## src/rtl/nrisc_ula_wb.sv

```systemverilog
// Writeback and flags stage behind the NRISC ALU: tags issued ops, retires flags, and queues results.
// Optional operand forwarding is enabled with the NRISC_WB_FWD_EN macro.
module nrisc_ula_wb #(
    parameter int TAM    = 32,
    parameter int REG_AW = 4,
    parameter int DEPTH  = 2
) (
    input  logic              clk,
    input  logic              rst_n,
    input  logic              iss_valid,
    input  logic [REG_AW-1:0] iss_rd,
    input  logic              iss_wr,
    input  logic              iss_fl,
    output logic              iss_stall,
    input  logic [TAM-1:0]    ULA_OUT,
    input  logic [2:0]        ULA_flags,
    output logic              wb_valid,
    input  logic              wb_ready,
    output logic [REG_AW-1:0] wb_addr,
    output logic [TAM-1:0]    wb_data,
    output logic [2:0]        flags_q,
    input  logic [REG_AW-1:0] hz_ra,
    input  logic [REG_AW-1:0] hz_rb,
    output logic              hz_a,
    output logic              hz_b
`ifdef NRISC_WB_FWD_EN
    ,
    output logic [TAM-1:0]    fwd_a_data,
    output logic [TAM-1:0]    fwd_b_data
`endif
);

    localparam int PW = (DEPTH > 1) ? $clog2(DEPTH) : 1;
    localparam int CW = $clog2(DEPTH + 1);

    // Tag stage: describes the op whose result is on ULA_OUT this cycle.
    logic              t_valid;
    logic [REG_AW-1:0] t_rd;
    logic              t_wr;
    logic              t_fl;

    logic [PW-1:0]     rd_ptr;
    logic [PW-1:0]     wr_ptr;
    logic [CW-1:0]     count;
    logic [REG_AW-1:0] mem_addr [DEPTH];
    logic [TAM-1:0]    mem_data [DEPTH];

    logic              push_pend;
    logic              pop;
    logic              full;
    logic              push;
    logic              accept;
    logic [CW:0]       occ_next;

    // Handshakes: a transfer happens on a rising edge where valid and ready are both high;
    // valid never waits on ready, and payload holds stable while valid is high and ready is low.
    assign push_pend = t_valid & t_wr;
    assign wb_valid  = (count != '0);
    assign pop       = wb_valid & wb_ready;
    assign full      = (count == CW'(DEPTH));
    assign push      = push_pend & (~full | pop);

    // Stall looks one op ahead: the op in the tag stage already owns a FIFO slot.
    // wb_ready reaches iss_stall combinationally through pop.
    assign occ_next  = {1'b0, count} + (CW+1)'(push_pend) - (CW+1)'(pop);
    assign iss_stall = (occ_next >= (CW+1)'(DEPTH));
    assign accept    = iss_valid & ~iss_stall;

    assign wb_addr   = wb_valid ? mem_addr[rd_ptr] : '0;
    assign wb_data   = wb_valid ? mem_data[rd_ptr] : '0;

    always_ff @(posedge clk or negedge rst_n) begin
        if (!rst_n) begin
            t_valid <= 1'b0;
            t_rd    <= '0;
            t_wr    <= 1'b0;
            t_fl    <= 1'b0;
            flags_q <= '0;
            rd_ptr  <= '0;
            wr_ptr  <= '0;
            count   <= '0;
        end else begin
            t_valid <= accept;
            if (accept) begin
                t_rd <= iss_rd;
                t_wr <= iss_wr;
                t_fl <= iss_fl;
            end
            if (t_valid && t_fl) begin
                flags_q <= ULA_flags;
            end
            if (push) begin
                wr_ptr <= wr_ptr + 1'b1;
            end
            if (pop) begin
                rd_ptr <= rd_ptr + 1'b1;
            end
            count <= count + CW'(push) - CW'(pop);
        end
    end

    always_ff @(posedge clk) begin
        if (push) begin
            mem_addr[wr_ptr] <= t_rd;
            mem_data[wr_ptr] <= ULA_OUT;
        end
    end

    overflow_push: assert property (@(posedge clk) disable iff (!rst_n) !(push_pend && full && !pop))
        else $error("nrisc_ula_wb: push into full result FIFO dropped");

`ifdef NRISC_WB_FWD_EN
    logic [TAM-1:0] fa;
    logic [TAM-1:0] fb;
    assign fwd_a_data = fa;
    assign fwd_b_data = fb;
`endif

    // Scan oldest to newest so later hits override; the tag stage is newest of all.
    always_comb begin
        hz_a = 1'b0;
        hz_b = 1'b0;
`ifdef NRISC_WB_FWD_EN
        fa = '0;
        fb = '0;
`endif
        for (int k = 0; k < DEPTH; k++) begin
            if (CW'(k) < count) begin
                if (mem_addr[rd_ptr + PW'(k)] == hz_ra) begin
                    hz_a = 1'b1;
`ifdef NRISC_WB_FWD_EN
                    fa = mem_data[rd_ptr + PW'(k)];
`endif
                end
                if (mem_addr[rd_ptr + PW'(k)] == hz_rb) begin
                    hz_b = 1'b1;
`ifdef NRISC_WB_FWD_EN
                    fb = mem_data[rd_ptr + PW'(k)];
`endif
                end
            end
        end
        if (push_pend && (t_rd == hz_ra)) begin
            hz_a = 1'b1;
`ifdef NRISC_WB_FWD_EN
            fa = ULA_OUT;
`endif
        end
        if (push_pend && (t_rd == hz_rb)) begin
            hz_b = 1'b1;
`ifdef NRISC_WB_FWD_EN
            fb = ULA_OUT;
`endif
        end
    end

endmodule

```

## config.mk

```make
export PLATFORM = sky130hd
export DESIGN_NAME = nrisc_ula_wb
export DESIGN_NICKNAME = d
export VERILOG_FILES = /design/src/rtl/nrisc_ula_wb.sv
export SDC_FILE = /design/constraint.sdc
export NUM_CORES = 1
export LEC_CHECK = 0
export ABC_AREA = 1
export BUFFER_PORTS_ARGS = -buffer_cell sky130_fd_sc_hd__buf_2
export CORE_AREA = 2 2 89 91
export CTS_CLUSTER_SIZE = 28
export DETAILED_ROUTE_END_ITERATION = 10
export DIE_AREA = 0 0 91 93
export HOLD_SLACK_MARGIN = 0.05
export PLACE_DENSITY_LB_ADDON = 0.2
export SLEW_MARGIN = 30
export SYNTH_ARGS = -nofsm -noshare
export SYNTH_HDL_FRONTEND = slang
export SYNTH_SLANG_ARGS = --single-unit
```

## constraint.sdc

```tcl
create_clock -name clk -period 3.7 [get_ports clk]
set_clock_uncertainty 0.15 [all_clocks]
set_input_delay 0.185 -clock clk [delete_from_list [all_inputs] [get_ports clk]]
set_output_delay 0.185 -clock clk [all_outputs]
set_load 0.03 [all_outputs]
```

Yosys cells after proc, flatten, opt, wreduce, memory -nomap -nowiden:

Memory sizes are Yosys's and may differ from the RTL's.
Cells that the tools add are included.

* bits in writable memories: 72
* memories kept: 2
* register bits: 14

Memory list
* mem_data: words 2, bits a word 32, rd ports 1, clocked after Yosys merged registers in 0, wr ports 1, RTL line 46 `logic [TAM-1:0] mem_data [DEPTH];`
* mem_addr: words 2, bits a word 4, rd ports 2, clocked after Yosys merged registers in 0, wr ports 1, RTL line 45 `logic [REG_AW-1:0] mem_addr [DEPTH];`

* magnitude comparators: 3
* $add $sub $neg: 6
* reduce and logical (&&, ||, !) cells: 4
* bitwise operators: 7
* equal/unequal tests: 7
* mux-type cells: 14

Operators by type and width (count)
* two-way mux 32 bit: 1
* equality test 4 bit: 6
* two-way mux 1 bit: 12
* bitwise AND 1 bit: 4
* < comparator 1 x 2 -> 1 bit, first input constant: 2
* two-way mux 4 bit: 1
* adder 2 x 1 -> 3 bit: 1
* >= comparator 3 x 2 -> 1 bit, second input constant: 1
* logical AND 1 bit: 3
* subtractor 3 x 1 -> 3 bit: 1
* adder 1 bit, second input constant: 2
* adder 2 x 1 -> 2 bit: 1
* equality test 2 bit, second input constant: 1
* inverter 1 bit: 2
* nonzero test 2 bit: 1
* subtractor 2 x 1 -> 2 bit: 1
* OR 1 bit: 1

Logic depth before layout (Yosys ltp):

An unclocked memory read counts as a cell.

* depth after elaboration: 7
* gate-level depth with buffers: 12
* depth with buffers taken out: 12

Least setup slack after synthesis:

No wires, ideal clock.

* kind: reg2reg
* from: register count[1]
* to: memory mem_addr[1][0] (enable)
* period minus slack after synthesis: 2.884 ns
* path slack: 0.816 ns
* setup time: 0.431 ns
* stages on the path, launching flop included: 6
* buffers on the path: 0
* arrival time: 2.302 ns
* path through: dfrtp_1 > inv_2 > o21ai_0 > nand2_1 > inv_1 > nor2_1

* longest elaborated chain between the ends: 6

Ends and longest elaborated chain
* from (decl): RTL line 44 `logic [CW-1:0] count;`
* from (signal assigned): RTL line 98 `count <= count + CW'(push) - CW'(pop);`
* nonzero test 2 bit / equality test 2 bit (equally long branches): RTL line 58, 60
* bitwise AND 1 bit / inverter 1 bit (equally long branches): RTL line 59, 61
* OR 1 bit (*): RTL line 61 `assign push = push_pend & (~full | pop);`
* bitwise AND 1 bit (*): RTL line 61
* two-way mux 1 bit (*): RTL line 103 `if (push) begin`
* two-way mux 1 bit (implied by the code) (*): RTL line 104 `mem_addr[wr_ptr] <= t_rd;`
* to (decl): RTL line 45

Mark *: on every way between the ends. The rest lies on a longest branch, timed or not.

Worst setup path after layout:

* from: register count[1]
* to: output port iss_stall

* longest elaborated chain between the ends: 4

Ends and longest elaborated chain
* branches (longest 2 deep; another with adder 2 x 1 -> 3 bit)
* subtractor 3 x 1 -> 3 bit (*): RTL line 65 `assign occ_next = {1'b0, count} + (CW+1)'(push_pend) - (CW+1)'(pop);`
* >= comparator 3 x 2 -> 1 bit (*): RTL line 66 `assign iss_stall = (occ_next >= (CW+1)'(DEPTH));`
* to (decl): RTL line 14 `output logic iss_stall,`

Mark *: on every way between the ends.

==> key figures <==
Route
  • Drt pass-1 iters: 4
  • Detail Route Antenna Nets: 0
  • DR WL/cell: around 14 µm
  • Residual DRC: 0
  • Routed via count: 3,124
  • Initial DRC count: approximately 190
  • Vias/cell: between 5 and 6
  • Final wirelength: 8.776 mm

Outcome
  • Status: completed

STA
  • Final-report hold violation count: 0
  • Hold slack: 97.83 ps
  • Setup TNS: 0 ps
  • Slew headroom: 45.60%
  • Final setup fails: 0
  • Worst slew pin tran: about 810 ps
  • Fin crit share: between 70% and 80%
  • Final min period: around 2600 ps
  • Fmax: just under 400 MHz
  • RSZ-0062 raised after global routing: false
  • Final Max Tran Viols: 0

Clock tree
  • TritonCTS clock tree: done
  • Bufs on Longest Clock Path: 2
  • Post-CTS Setup Inserts: 0
  • Clock sink count: 86
  • Post-cts gate resize count: 0
  • CTS Buf Count: 9
  • H-tree Lvls: 3
  • CTS Root Cell: clkbuf_8
  • Clock Latency Late Sink: 350 ps
  • Worst-path clk slew: 80 ps

Synth
  • Cell variety after synth: 31
  • Post-synth ARST share: 16.28%
  • Syn_nets: 428
  • Syn_area_per_cell: about 10 µm²
  • Post-synthesis cell count: roughly 370
  • Post-synth EDFFs: 72
  • Top FF cell, synth: edfxtp_1
  • Post-Syn Area: 0.003864 mm²
  • Yosys warning count: 0
  • Synth Register Bits: 86
  • Sequential area share after synthesis: about two thirds

Placement
  • Placer Congestion: 0.9441
  • Port bufs: 95
  • DPL Wire Length: 5.516 mm

Finish
  • Share of cells above drive strength 1: between 20 and 30%
  • Ant diodes: 0
  • Final #Nets: 570
  • Utilization after layout: between 60% and 70%
  • Commonest cells after routing, fill and taps aside: 124 x nand2_1, 95 x buf_2, 72 x edfxtp_1
  • Final-layout fill cell count: about 640
  • Commonest non-fill, non-tap cell in the layout: nand2_1
  • Area delta synth->final: 31.19%

Critical path
  • Endpoint type of the worst setup path: primary output
  • Req. time, crit path: 3370 ps
  • CP Launch Type: flop
  • Crit path max fanout: 5
  • Slowest stage cell, crit path: dfrtp_1
  • CP cell instances: inv_2 -> nand2_2 -> inv_2 -> nor2_4 -> nand2_1 -> inv_1 -> fa_1 -> or2_1 -> nand2_1 -> buf_2
  • CP arrival: 2260 ps
  • Setup Crit Path Kind: flop to primary output
  • CP max stage delay: between 400 and 500 ps

Hold path
  • Hold Crit Class: primary input to async pin

GRT
  • First-pass GRT wire length: between 10 and 15 mm
  • Total grt overflow: 0
  • GRT Util Overall: between 20% and 30%
  • Largest net degree at the start of global routing: 47
  • Vias in the first global route: 3,103
  • Initial antenna violation count: 0

Floorplan
  • Initial cell density of the core: 51.33%
  • # IOs: 96
  • Rows: 32
  • Die H: 93 µm
  • Die area: 0.008463 mm²
  • Die extent in x: 91 µm
  • Total core area: between 0.007 and 0.008 mm²

Job
  • Max cap viols: 0

Power and ir drop
  • Leak: between 2 and 2.5 nW
  • Worst VDD drop: 0.4674 mV
  • PD cells: around 750 mW/mm²
## cell type report
type | count | area (µm²) | area share (%)
multi-input combinational | 247 | 1172 | 23.13
clock buffer | 9 | 123.9 | 2.444
timing repair buffer | 143 | 963.4 | 19.01
sequential | 86 | 2512 | 49.57
inverter | 28 | 107.6 | 2.123
clock inverter | 6 | 61.31 | 1.210
tap | 102 | 127.6 | 2.518
## worst max-delay path, delay by kind of cell (launching register included)
family	cells	cell delay (ps)
adder cells (fa/ha/maj)	1	430
AND/OR/NAND/NOR	5	590
buffers and inverters	4	450
flip-flops	1	450
## layer usage
layer	vias up	track usage [%]	routed length, µm
li1	1539	-	-
met1	1449	28.02	3682
met2	115	35.93	4307
met3	21	4.754	555
met4	0	9.848	231
met5	-	0	0
## per-stage QoR
step / std cells / power (mW) / setup WS, ps / area [µm²]
CTS: 621 / 3.832 / 1084 / 5069
finish: 621 / 3.817 / 1108 / 5069
global placement: 562 / 3.135 / 1476 / 4425
detailed placement: 563 / 3.175 / 1426 / 4453
global route: 621 / 4.065 / 952.0 / 5069
floorplan: 373 / 2.697 / 816.3 / 3864
## cell usage after synthesis (4+ instances only)
cell type | number | share of area (%)
nand2_1 | 124 | 12
edfxtp_1 | 72 | 56
a21oi_1 | 36 | 4.7
nand3_1 | 30 | 3.9
inv_1 | 24 | 2.3
nor2_1 | 22 | 2.1
dfrtp_1 | 14 | 9.1
buf_2 | 6 | 0.78
nand2_2 | 6 | 0.97
o21ai_0 | 5 | 0.65
buf_4 | 4 | 0.78
## state kept, by name, indices dropped and copies added (netlist names)
register and flops:
flags_q 3, mem_data 64, rd_ptr 1, t_fl 1, t_valid 1, mem_addr 8, t_rd 4, count 2
wr_ptr 1, t_wr 1
## cell families (layout without fill, tap and decap cells)
family | after synthesis | in the layout | synth area share (%)
mux | 3 | 3 | 0.8743
simple gates | 191 | 191 | 20.76
flops | 86 | 86 | 65.03
fa+ha+maj | 2 | 2 | 0.8419
buf+inv | 40 | 186 | 5.020
compound gates | 46 | 46 | 6.347
xor+xnor | 5 | 5 | 1.134
## where the power goes
part | internal (mW) | switching [mW] | total, mW | leakage [nW]
Sequential | 1.22 | 0.0939 | 1.31 | 0.820
Combinational | 0.546 | 1.33 | 1.88 | 1.31
Clock | 0.306 | 0.319 | 0.625 | 0.0868
Total | 2.07 | 1.75 | 3.82 | 2.22
## path summary, 6_finish.rpt
path                                            end  cells after the start  slack, ps          startpoint
worst min register to register     t_wr$_DFFE_PN0P_                      2        350    t_wr$_DFFE_PN0P_
worst max-delay path                      iss_stall                     10       1110  count[1]$_DFF_PN0_
worst max register to register     t_fl$_DFFE_PN0P_                     12       1400  count[1]$_DFF_PN0_
min in group clk                 wr_ptr$_DFFE_PN0P_                      5        100            wb_ready
max in group asynchronous        count[1]$_DFF_PN0_                      2       3060               rst_n
worst min-delay path            t_rd[0]$_DFFE_PN0P_                      2        100               rst_n
## what timing repair did
| item | in CTS | in global routing |
|---|---|---|
| endpoints found under the hold margin | 88 | 0 |
| endpoints found under the setup margin | 0 | 0 |
| hold buffers | 43 | 0 |
(Power assumes the default switching activity.)
